[config.mk]
export PLATFORM = sky130hd
export DESIGN_NAME = codificador_f_i
export DESIGN_NICKNAME = d
export VERILOG_FILES = /design/src/rtl/pwm_tablas_pkg.sv /design/src/rtl/bcd_a_binario.sv /design/src/rtl/codificador_f_i.sv
export SDC_FILE = /design/constraint.sdc
export NUM_CORES = 1
export LEC_CHECK = 0
export CAP_MARGIN = 20
export CORE_UTILIZATION = 55
export DETAILED_ROUTE_END_ITERATION = 8
export PLACE_DENSITY = 0.76
export REMOVE_ABC_BUFFERS = 1
export SYNTH_ARGS = -nofsm -noshare
export SYNTH_HDL_FRONTEND = slang
export SYNTH_SLANG_ARGS = --single-unit
[constraint.sdc]
create_clock -name clk -period 7.8 [get_ports clk]
set_clock_uncertainty 0.05 [all_clocks]
set_input_delay 0.78 -clock clk [delete_from_list [all_inputs] [get_ports clk]]
set_output_delay 0.78 -clock clk [all_outputs]
set_load 0.1 [all_outputs]
[src/rtl/pwm_tablas_pkg.sv]
// rtl/pwm_tablas_pkg.sv - PWM setpoint tables, index widths and FSM states for codificador_f_i
package pwm_tablas_pkg;

  localparam int FREC_W = 3;
  localparam int CORR_W = 5;
  localparam int BIN_W  = 14;

  localparam logic [BIN_W-1:0] CORR_MAX = 14'd999;

  localparam logic [BIN_W-1:0] TABLA_FREC [0:7] = '{
    14'd25, 14'd50, 14'd75, 14'd100, 14'd125, 14'd150, 14'd175, 14'd200
  };

  // Current setpoints in hundredths, matching the display decoder's table
  localparam logic [BIN_W-1:0] TABLA_CORR [0:31] = '{
    14'd0,   14'd31,  14'd62,  14'd94,  14'd125, 14'd156, 14'd187, 14'd219,
    14'd250, 14'd281, 14'd312, 14'd344, 14'd375, 14'd406, 14'd437, 14'd469,
    14'd500, 14'd531, 14'd562, 14'd594, 14'd625, 14'd656, 14'd687, 14'd719,
    14'd750, 14'd781, 14'd812, 14'd844, 14'd875, 14'd906, 14'd937, 14'd969
  };

  typedef enum logic [1:0] {
    IDLE   = 2'd0,
    CONV   = 2'd1,
    SEARCH = 2'd2,
    DONE   = 2'd3
  } estado_t;

endpackage

[src/rtl/bcd_a_binario.sv]
// rtl/bcd_a_binario.sv - 4-digit BCD to binary Horner converter, fixed 4-cycle latency
module bcd_a_binario
  import pwm_tablas_pkg::*;
(
  input  logic             clk,
  input  logic             reset,
  input  logic             abortar,
  input  logic             start,
  input  logic [15:0]      digitos,
  output logic             done,
  output logic [BIN_W-1:0] resultado
);

  logic [11:0] resto;
  logic [1:0]  paso;
  logic        activo;

  // The start edge already folds in the most significant digit, so the
  // remaining three steps finish with done high in the fourth cycle.
  always_ff @(posedge clk) begin
    if (reset) begin
      resultado <= '0;
      resto     <= '0;
      paso      <= '0;
      activo    <= 1'b0;
      done      <= 1'b0;
    end else if (start) begin
      resultado <= {10'd0, digitos[15:12]};
      resto     <= digitos[11:0];
      paso      <= '0;
      activo    <= 1'b1;
      done      <= 1'b0;
    end else if (abortar) begin
      activo <= 1'b0;
      done   <= 1'b0;
    end else if (activo) begin
      resultado <= resultado * 14'd10 + {10'd0, resto[11:8]};
      resto     <= {resto[7:0], 4'd0};
      paso      <= paso + 2'd1;
      if (paso == 2'd2) begin
        activo <= 1'b0;
        done   <= 1'b1;
      end
    end else begin
      done <= 1'b0;
    end
  end

endmodule

[src/rtl/codificador_f_i.sv]
// rtl/codificador_f_i.sv - BCD keypad entry to PWM frequency/current index; CORRIENTE_REDONDEO_EN selects round-to-nearest current search
module codificador_f_i
  import pwm_tablas_pkg::*;
#(
  parameter int N_DIGITOS = 4
) (
  input  logic                   clk,
  input  logic                   reset,
  input  logic [3:0]             digito_in,
  input  logic                   digito_valido,
  input  logic                   borrar,
  input  logic                   enter,
  input  logic                   selector_F_I,
  output logic [FREC_W-1:0]      Frecuencia,
  output logic [CORR_W-1:0]      Corriente,
  output logic [4*N_DIGITOS-1:0] dato_Hx,
  output logic                   ocupado,
  output logic                   listo,
  output logic                   error
);

  estado_t estado, estado_sig;

  logic [CORR_W-1:0]      i, i_d, i_sig1;
  logic                   sel, sel_d;
  logic [BIN_W-1:0]       bin;
  logic                   conv_done, inicio, fuera_rango;
  logic                   digito_ok, frec_match, corr_corte, parada, exito;
  logic [4*N_DIGITOS-1:0] dato_desp, digitos_conv, dato_d;
  logic [FREC_W-1:0]      frec_d;
  logic [CORR_W-1:0]      corr_d;
  logic                   listo_d, error_d;

  assign digito_ok    = digito_valido && (digito_in <= 4'd9);
  assign dato_desp    = {dato_Hx[4*N_DIGITOS-5:0], digito_in};
  // A digit arriving with enter is converted together with the earlier ones
  assign digitos_conv = digito_ok ? dato_desp : dato_Hx;
  assign inicio       = (estado == IDLE) && enter && !borrar;

  bcd_a_binario u_bcd (
    .clk       (clk),
    .reset     (reset),
    .abortar   (borrar),
    .start     (inicio),
    .digitos   (digitos_conv),
    .done      (conv_done),
    .resultado (bin)
  );

  assign fuera_rango = sel && (bin > CORR_MAX);
  assign i_sig1      = i + 1'b1;
  assign frec_match  = (bin == TABLA_FREC[i[FREC_W-1:0]]);

`ifdef CORRIENTE_REDONDEO_EN
  logic [BIN_W:0] suma_vecinos;
  assign suma_vecinos = {1'b0, TABLA_CORR[i]} + {1'b0, TABLA_CORR[i_sig1]};
  assign corr_corte   = (bin < suma_vecinos[BIN_W:1]);
`else
  assign corr_corte   = (TABLA_CORR[i_sig1] > bin);
`endif

  assign parada = sel ? ((i == 5'd31) || corr_corte) : (frec_match || (i == 5'd7));
  assign exito  = sel | frec_match;

  always_ff @(posedge clk) begin
    if (reset) begin
      estado     <= IDLE;
      i          <= '0;
      sel        <= 1'b0;
      dato_Hx    <= '0;
      Frecuencia <= '0;
      Corriente  <= '0;
      listo      <= 1'b0;
      error      <= 1'b0;
      ocupado    <= 1'b0;
    end else begin
      estado     <= estado_sig;
      i          <= i_d;
      sel        <= sel_d;
      dato_Hx    <= dato_d;
      Frecuencia <= frec_d;
      Corriente  <= corr_d;
      listo      <= listo_d;
      error      <= error_d;
      ocupado    <= (estado_sig != IDLE);
    end
  end

  always_comb begin
    estado_sig = estado;
    if (borrar) begin
      estado_sig = IDLE;
    end else begin
      case (estado)
        IDLE:    if (enter) estado_sig = CONV;
        CONV:    if (conv_done) estado_sig = fuera_rango ? DONE : SEARCH;
        SEARCH:  if (parada) estado_sig = DONE;
        default: estado_sig = IDLE;
      endcase
    end
  end

  // Next values of the registered outputs; they change on the edge entering DONE
  always_comb begin
    dato_d  = dato_Hx;
    i_d     = i;
    sel_d   = sel;
    frec_d  = Frecuencia;
    corr_d  = Corriente;
    listo_d = 1'b0;
    error_d = 1'b0;
    if (borrar) begin
      dato_d = '0;
    end else begin
      case (estado)
        IDLE: begin
          if (digito_valido) begin
            if (digito_ok) dato_d = dato_desp;
            else           error_d = 1'b1;
          end
          if (enter) begin
            sel_d = selector_F_I;
            i_d   = '0;
          end
        end
        CONV: begin
          if (conv_done && fuera_rango) begin
            error_d = 1'b1;
            dato_d  = '0;
          end
        end
        SEARCH: begin
          if (parada) begin
            dato_d = '0;
            if (exito) begin
              listo_d = 1'b1;
              if (sel) corr_d = i;
              else     frec_d = i[FREC_W-1:0];
            end else begin
              error_d = 1'b1;
            end
          end else begin
            i_d = i_sig1;
          end
        end
        default: ;
      endcase
    end
  end

endmodule

# ---- Yosys cells after proc, flatten, opt, wreduce, memory -nomap -nowiden
# Memories as Yosys holds them, arrays and structs flattened.
# Cells that the tools add are included.
dict set report op_classes {
  n_addsub 3
  multipliers 1
  div 0
  n_lt_le_gt_ge 5
  n_eq_ne 12
  shifts 0
  n_mux 36
  bitwise 8
  reduce_logical 24
}
# operator count
set op_table {}
lappend op_table {{2-to-1 mux 16 bit} 4}
lappend op_table {{2-to-1 mux 14 bit} 4}
lappend op_table {{one-hot mux 16 bit (3 select lines)} 1}
lappend op_table {{2-to-1 mux 12 bit} 3}
lappend op_table {{adder 14 x 4 -> 14 bit} 1}
lappend op_table {{equality test 14 bit} 1}
lappend op_table {{greater-than comparator 14 x 10 -> 1 bit, second input constant} 1}
lappend op_table {{greater-than comparator 14 bit} 1}
lappend op_table {{multiplier 14 x 3 -> 13 bit, second input constant} 1}
lappend op_table {{2-to-1 mux 1 bit} 12}
lappend op_table {{2-to-1 mux 4 bit} 3}
lappend op_table {{2-to-1 mux 5 bit} 2}
lappend op_table {{inequality test 2 bit, second input constant} 5}
lappend op_table {{one-hot mux 5 bit (2 select lines)} 1}
lappend op_table {{AND reduction 5 bit} 2}
lappend op_table {{2-to-1 mux 2 bit} 4}
lappend op_table {{AND reduction 4 bit} 2}
lappend op_table {{OR reduction 4 bit} 2}
lappend op_table {{greater-or-equal comparator 6 bit, second input constant} 1}
lappend op_table {{inverter 5 -> 6 bit} 1}
lappend op_table {{one-hot mux 2 bit (3 select lines)} 1}
lappend op_table {{nonzero test 2 bit} 3}
lappend op_table {{adder 5 x 1 -> 5 bit, second input constant} 1}
lappend op_table {{equality test 5 x 3 -> 1 bit, second input constant} 1}
lappend op_table {{other kinds (19)} 31}
dict set report totals {
  regBits 65
  latchBits 0
  ram_bits 0
  mem_bits_ro 560
  input_bits 10
  out_inout_bits 27
  word_cells 106
  memories 2
}
# memory words width rd rd_clocked_by_memory_dff wr line_no
set memory_table {}
lappend memory_table {{(no name shown)} 32 14 1 0 0 codificador_f_i.sv:59} ;# assign corr_corte = (TABLA_CORR[i_sig1] > bin);
lappend memory_table {{(no name shown)} 8 14 1 0 0 codificador_f_i.sv:52} ;# assign frec_match = (bin == TABLA_FREC[i[FREC_W-1:0]]);

# ---- Depth between registers and ports, before layout
dict set report logic_depth {
  depth_word 12
  mapped_depth 18
  mapped_depth_nobuf 16
}

# ---- Modules after synthesis
# Synthesis repeated with hierarchy kept, for this count alone.
dict set report hier_totals {
  cells_unflattened 533
  hier_area_um2 4529.3
}
# mod instances cells_per_inst area_per_inst_um2 seq_area_each_um2
set modules_own_cells {}
lappend modules_own_cells {codificador_f_i 1 272 2438.6 700.7}
lappend modules_own_cells {bcd_a_binario 1 261 2090.8 600.6}

# ---- Worst setup path before layout
# No wires, ideal clock.
dict set report synth_path {
  kind {flip-flop to flip-flop}
  from {register i[0]}
  to {register i[0]}
  setup_ns 0.059
  arrival_time_ns 3.369
  required_ns 7.691
  slack_ns 4.321
  path_stages_with_launch 14
  path_buffers 0
  synth_period_minus_slack_ns 3.479
  path_cell_list {dfxtp_1 -> ha_1 -> and3_1 -> ha_1 -> nor2_1 -> mux2_2 -> ha_1 -> a211o_1 -> a21oi_1 -> o2111ai_1 -> a21boi_1 -> a21oi_1 -> nor4_2 -> mux2_2}
}
dict set report synth_via {
  elab_chain_cells 10
  elab_cells_between_ends 20
  cone_classes {add/sub: 1; order compare: 1; eq/ne: 4; mux: 7; bitwise: 2; reduce/logical: 3; memory: 2}
}
# item line_no
set synth_lines {}
lappend synth_lines {{start: declaration} codificador_f_i.sv:24} ;# logic [CORR_W-1:0] i, i_d, i_sig1;
lappend synth_lines {{start signal: assignment} codificador_f_i.sv:78} ;# i <= i_d;
lappend synth_lines {{adder 5 x 1 -> 5 bit} codificador_f_i.sv:51} ;# assign i_sig1 = i + 1'b1;
lappend synth_lines {{inverter 5 -> 6 bit (implied by the code)} codificador_f_i.sv:59}
lappend synth_lines {{memory read (32 x 14 bit)} -}
lappend synth_lines {{2-to-1 mux 14 bit (implied by the code) (2 in series)} codificador_f_i.sv:59}
lappend synth_lines {{greater-than comparator 14 bit} codificador_f_i.sv:59}
lappend synth_lines {{logical OR 1 bit} codificador_f_i.sv:62} ;# assign parada = sel ? ((i == 5'd31) || corr_corte) : (frec_match || (i == 5'd7));
lappend synth_lines {{2-to-1 mux 1 bit} codificador_f_i.sv:62}
lappend synth_lines {{inequality test 2 bit (no line)} -}
lappend synth_lines {{AND reduction 4 bit (no line)} -}
# Parallel ways exist; a longest one is shown, timed or not. The select of a mux whose other input is x is not followed.
# A chain may end at the register's enable or synchronous reset.

# ---- Worst setup path in the final report
# Ends and elaborated chain as after synthesis.

==> results.yml <==
cts:
  clock_sinks: 65
  cts_root_buffer: "clkbuf_8"
  cts_setup_buffers: 0
  cts_buffers: 9
  clk_pin_slew_worst_paths_ps: 80
  cts_tree: "done"
  hold_buffers: 0
  clk_path_buf_depth: 2
  post_cts_resized: 0
  h-tree-depth: 3
  insertion_delay_ps: 350
timing:
  grt_setup_unrepaired: "no"
  tightest_slew_ps: 1010
  slew_violations: 0
  min_period_ps: 4450
  maxSlewHeadroom_pct: 32.1
  tns_ps: 0
  period_share_pct: 57.1
  final_hold_viol_count: 0
  finalSetupViolCount: 0
  fmax_mhz: 225
min_path:
  min_path_cells: 2
  holdCritStartpoint: "u_bcd.resto[8]$_SDFFE_PP0P_"
  worstHoldPathType: "reg2reg"
  min_to: "u_bcd.resultado[0]$_SDFFE_PP0P_"
power:
  p_leak_nw: 2.03
  power_switching_mw: 0.198
  ir_drop_uv: 106
  intPower_mw: 0.541
  pwr-share-seq_pct: 46.9
  clockPowerShare_pct: 40.3
  comb_power_share_pct: 12.7
  power_density_mw_per_mm2: 146
  swShare_pct: 26.8
setup_path:
  slowest_stage: "dfxtp_1"
  arrival_ps: 4690
  worst-path-stages: 13
  crit_path_start_kind: "flip-flop"
  cp_max_fo: 13
  cp_cell_sequence: "ha_1 -> and3_1 -> ha_1 -> nor2_1 -> mux2_2 -> ha_1 -> a211o_1 -> a21oi_1 -> o2111ai_1 -> a21boi_1 -> a21oi_1 -> nor4_2 -> mux2_2"
  r2r_end: "i[0]$_SDFFE_PP0P_"
  crit_buf_inv: 0
  critPathKind: "reg2reg"
  reg2reg_depth: 13
  worst_path_dominant_cell_family: "compound AO/OA/AOI/OAI gates"
  critPathMaxStageDelay_ps: 650
  worstPathRequired_ps: 8040
  r2r_start: "i[0]$_SDFFE_PP0P_"
  path_common_cell: "ha_1"
  cp-end-kind: "flip-flop"
  reg2reg_setup_slack_ps: 3350
drt:
  drt_first_pass_iters: 4
  drt_wl_total_um: 10500
  routedWlPerCell_um: 16.0
  detail-route-antenna-nets: 0
  num_vias: 3903
  drcViolationCount: 0
  drt_iter0_drc: 194
  viasPerCell: 5.92
grt:
  grt_pass1_wl_um: 17800
  antenna_found_initial: 0
  first_global_vias: 3770
  grt_use_total_pct: 26.5
  grt_max_degree: 33
  overflow: 0
synthesis:
  yosys-top-cells-area: "dfxtp_1 (29%), ha_1 (13%), mux2i_1 (6.1%), nor2_1 (5.7%), nand2_1 (4.1%)"
  synthesis.area_sq_mm: 0.00443
  yosysTopAreaCellShare_pct: 29.4
  ys_ff_latch: 65
  syn_avg_cell_area_sq_um: 8.44
  synthFlopType: "dfxtp_1"
  synth-seq-area-share_pct: 29.4
  synthDistinctLibCells: 62
  yosysTopAreaCell: "dfxtp_1"
  synthArstFlopShare_pct: 0
  synth_edf_count: 0
  yosysWarnings: 0
  syn_inst: 525
die:
  die_h_um: 91.8
  rows: 32
  core_area_sq_mm: 0.00777
  fp.dieW_um: 91.8
  dieArea_sq_mm: 0.00842
  initial_utilization_pct: 57.1
  num_io_pins: 37
place:
  placed_cells: 642
  gp_congestion: 0.834
  io_buffers: 36
  dp_hpwl_um: 7660
finish:
  antenna_cells: 0
  layout-drive-gt1-share_pct: 6.28
  area_delta_synth_final_pct: 14.1
  nets: 611
  finalNonFillerCells: 659
run_status:
  outcome: "completed"
flow_run:
  max_cap_viol_count: 0
area by class of cell:
type | count | area, sq um
Multi-Input combinational cell | 403 | 2910
Fill cell | 656 | 2710
Sequential cell | 65 | 1300
Timing Repair Buffer | 40 | 390
Clock buffer | 12 | 155
Tap cell | 102 | 128
Inverter | 33 | 124
Clock inverter | 4 | 51.3
layout by cell type, fill, tap and decap left out, drive strengths merged, types with 3 or more instances in the layout:
cell type      instances
a22o                   4
a21oi                 21
nand2b                 3
ha                    47
nor4                   4
and3                   7
o21a                   5
mux2                   6
buf                    4
xnor2                 20
nand3                  9
clkdlybuf4s50         36
dfxtp                 65
or3                    4
and2                   8
a211oi                17
nor2b                  6
a31oi                  7
nor3b                  5
nand4                  7
a311oi                 6
clkbuf                12
mux2i                 27
nand2                 48
inv                   33
o31ai                  4
xor2                  12
or2                    3
nor2                  67
a32o                   6
o21ai                 11
nor3                  10
synthesized netlist by cell type (all sizes together) (10+ instances only):
cell / number
mux2i: 27
dfxtp: 65
ha: 47
nor2: 67
inv: 33
nand2: 48
o21ai: 11
clkbuf: 18
xnor2: 20
xor2: 12
nor3: 10
a211oi: 17
a21oi: 21
kinds of logic (layout without fill, tap and decap cells):
group	count (synthesis)	in the layout	share of synthesized area [%]
AOI/OAI and AO/OA	105	105	17.5
muxes	33	33	7.62
buffers and inverters	57	89	5.08
adders and majority gates	49	49	14.2
xor gates and xnor gates	32	32	6.32
DFF	65	65	29.4
and+or+nand+nor	184	184	20.0
how the worst max path moves through the flow:
stage                            from                  endpoint  slack, ps
finish              i[0]$_SDFFE_PP0P_         i[0]$_SDFFE_PP0P_       3350
global route        i[0]$_SDFFE_PP0P_         i[0]$_SDFFE_PP0P_       2960
CTS                 i[0]$_SDFFE_PP0P_         i[0]$_SDFFE_PP0P_       3390
detailed placement  i[0]$_SDFFE_PP0P_         i[0]$_SDFFE_PP0P_       3430
global placement    i[0]$_SDFFE_PP0P_         i[0]$_SDFFE_PP0P_       3620
floorplan           i[0]$_SDFFE_PP0P_  dato_Hx[12]$_SDFFE_PP0P_       3540
state kept, by name (all words and copies together) (netlist names):
signal	flops
Corriente	5
Frecuencia	3
dato_Hx	16
error	1
estado	2
i	5
listo	1
ocupado	1
sel	1
u_bcd.activo	1
u_bcd.done	1
u_bcd.paso	2
u_bcd.resto	12
u_bcd.resultado	14
power groups by stage:
| stage | registers [mW] | clock network, mW | logic, mW |
|---|---|---|---|
| 4_1_cts | 0.347 | 0.301 | 0.0932 |
| 5_1_grt | 0.348 | 0.317 | 0.104 |
| 3_5_place_dp | 0.355 | 0 | 0.0925 |
| 3_3_place_gp | 0.354 | 0 | 0.0908 |
| 6_report | 0.347 | 0.298 | 0.0943 |
| 2_1_floorplan | 0.358 | 0 | 0.0608 |
worst min-delay path: stages, from the launching register on:
cell      delay (ps)
dfxtp_1          320
nand2_1           60
a311oi_1          70
layer usage:
| layer | vias up | GRT usage [%] | part of all wire (%) |
|---|---|---|---|
| met5 | - | 0 | 0 |
| met4 | 0 | 10.9 | 1.6 |
| met3 | 17 | 3.65 | 5.0 |
| met2 | 98 | 44.2 | 47 |
| met1 | 1869 | 34.3 | 46 |
| li1 | 1919 | - | - |
through the flow:
step,cell area [sq um],power (mW),hold slack [ps],worst slack (ps),utilization (%)
after floorplan,4330,0.418,400,3540,-
after global placement,4840,0.445,422,3620,62.3
after detailed placement,4840,0.447,436,3430,62.3
after CTS,5050,0.741,448,3390,65.0
after global routing,5060,0.770,470,2960,65.1
final,5060,0.740,444,3350,65.1
Power figures use the tool's default switching activity.
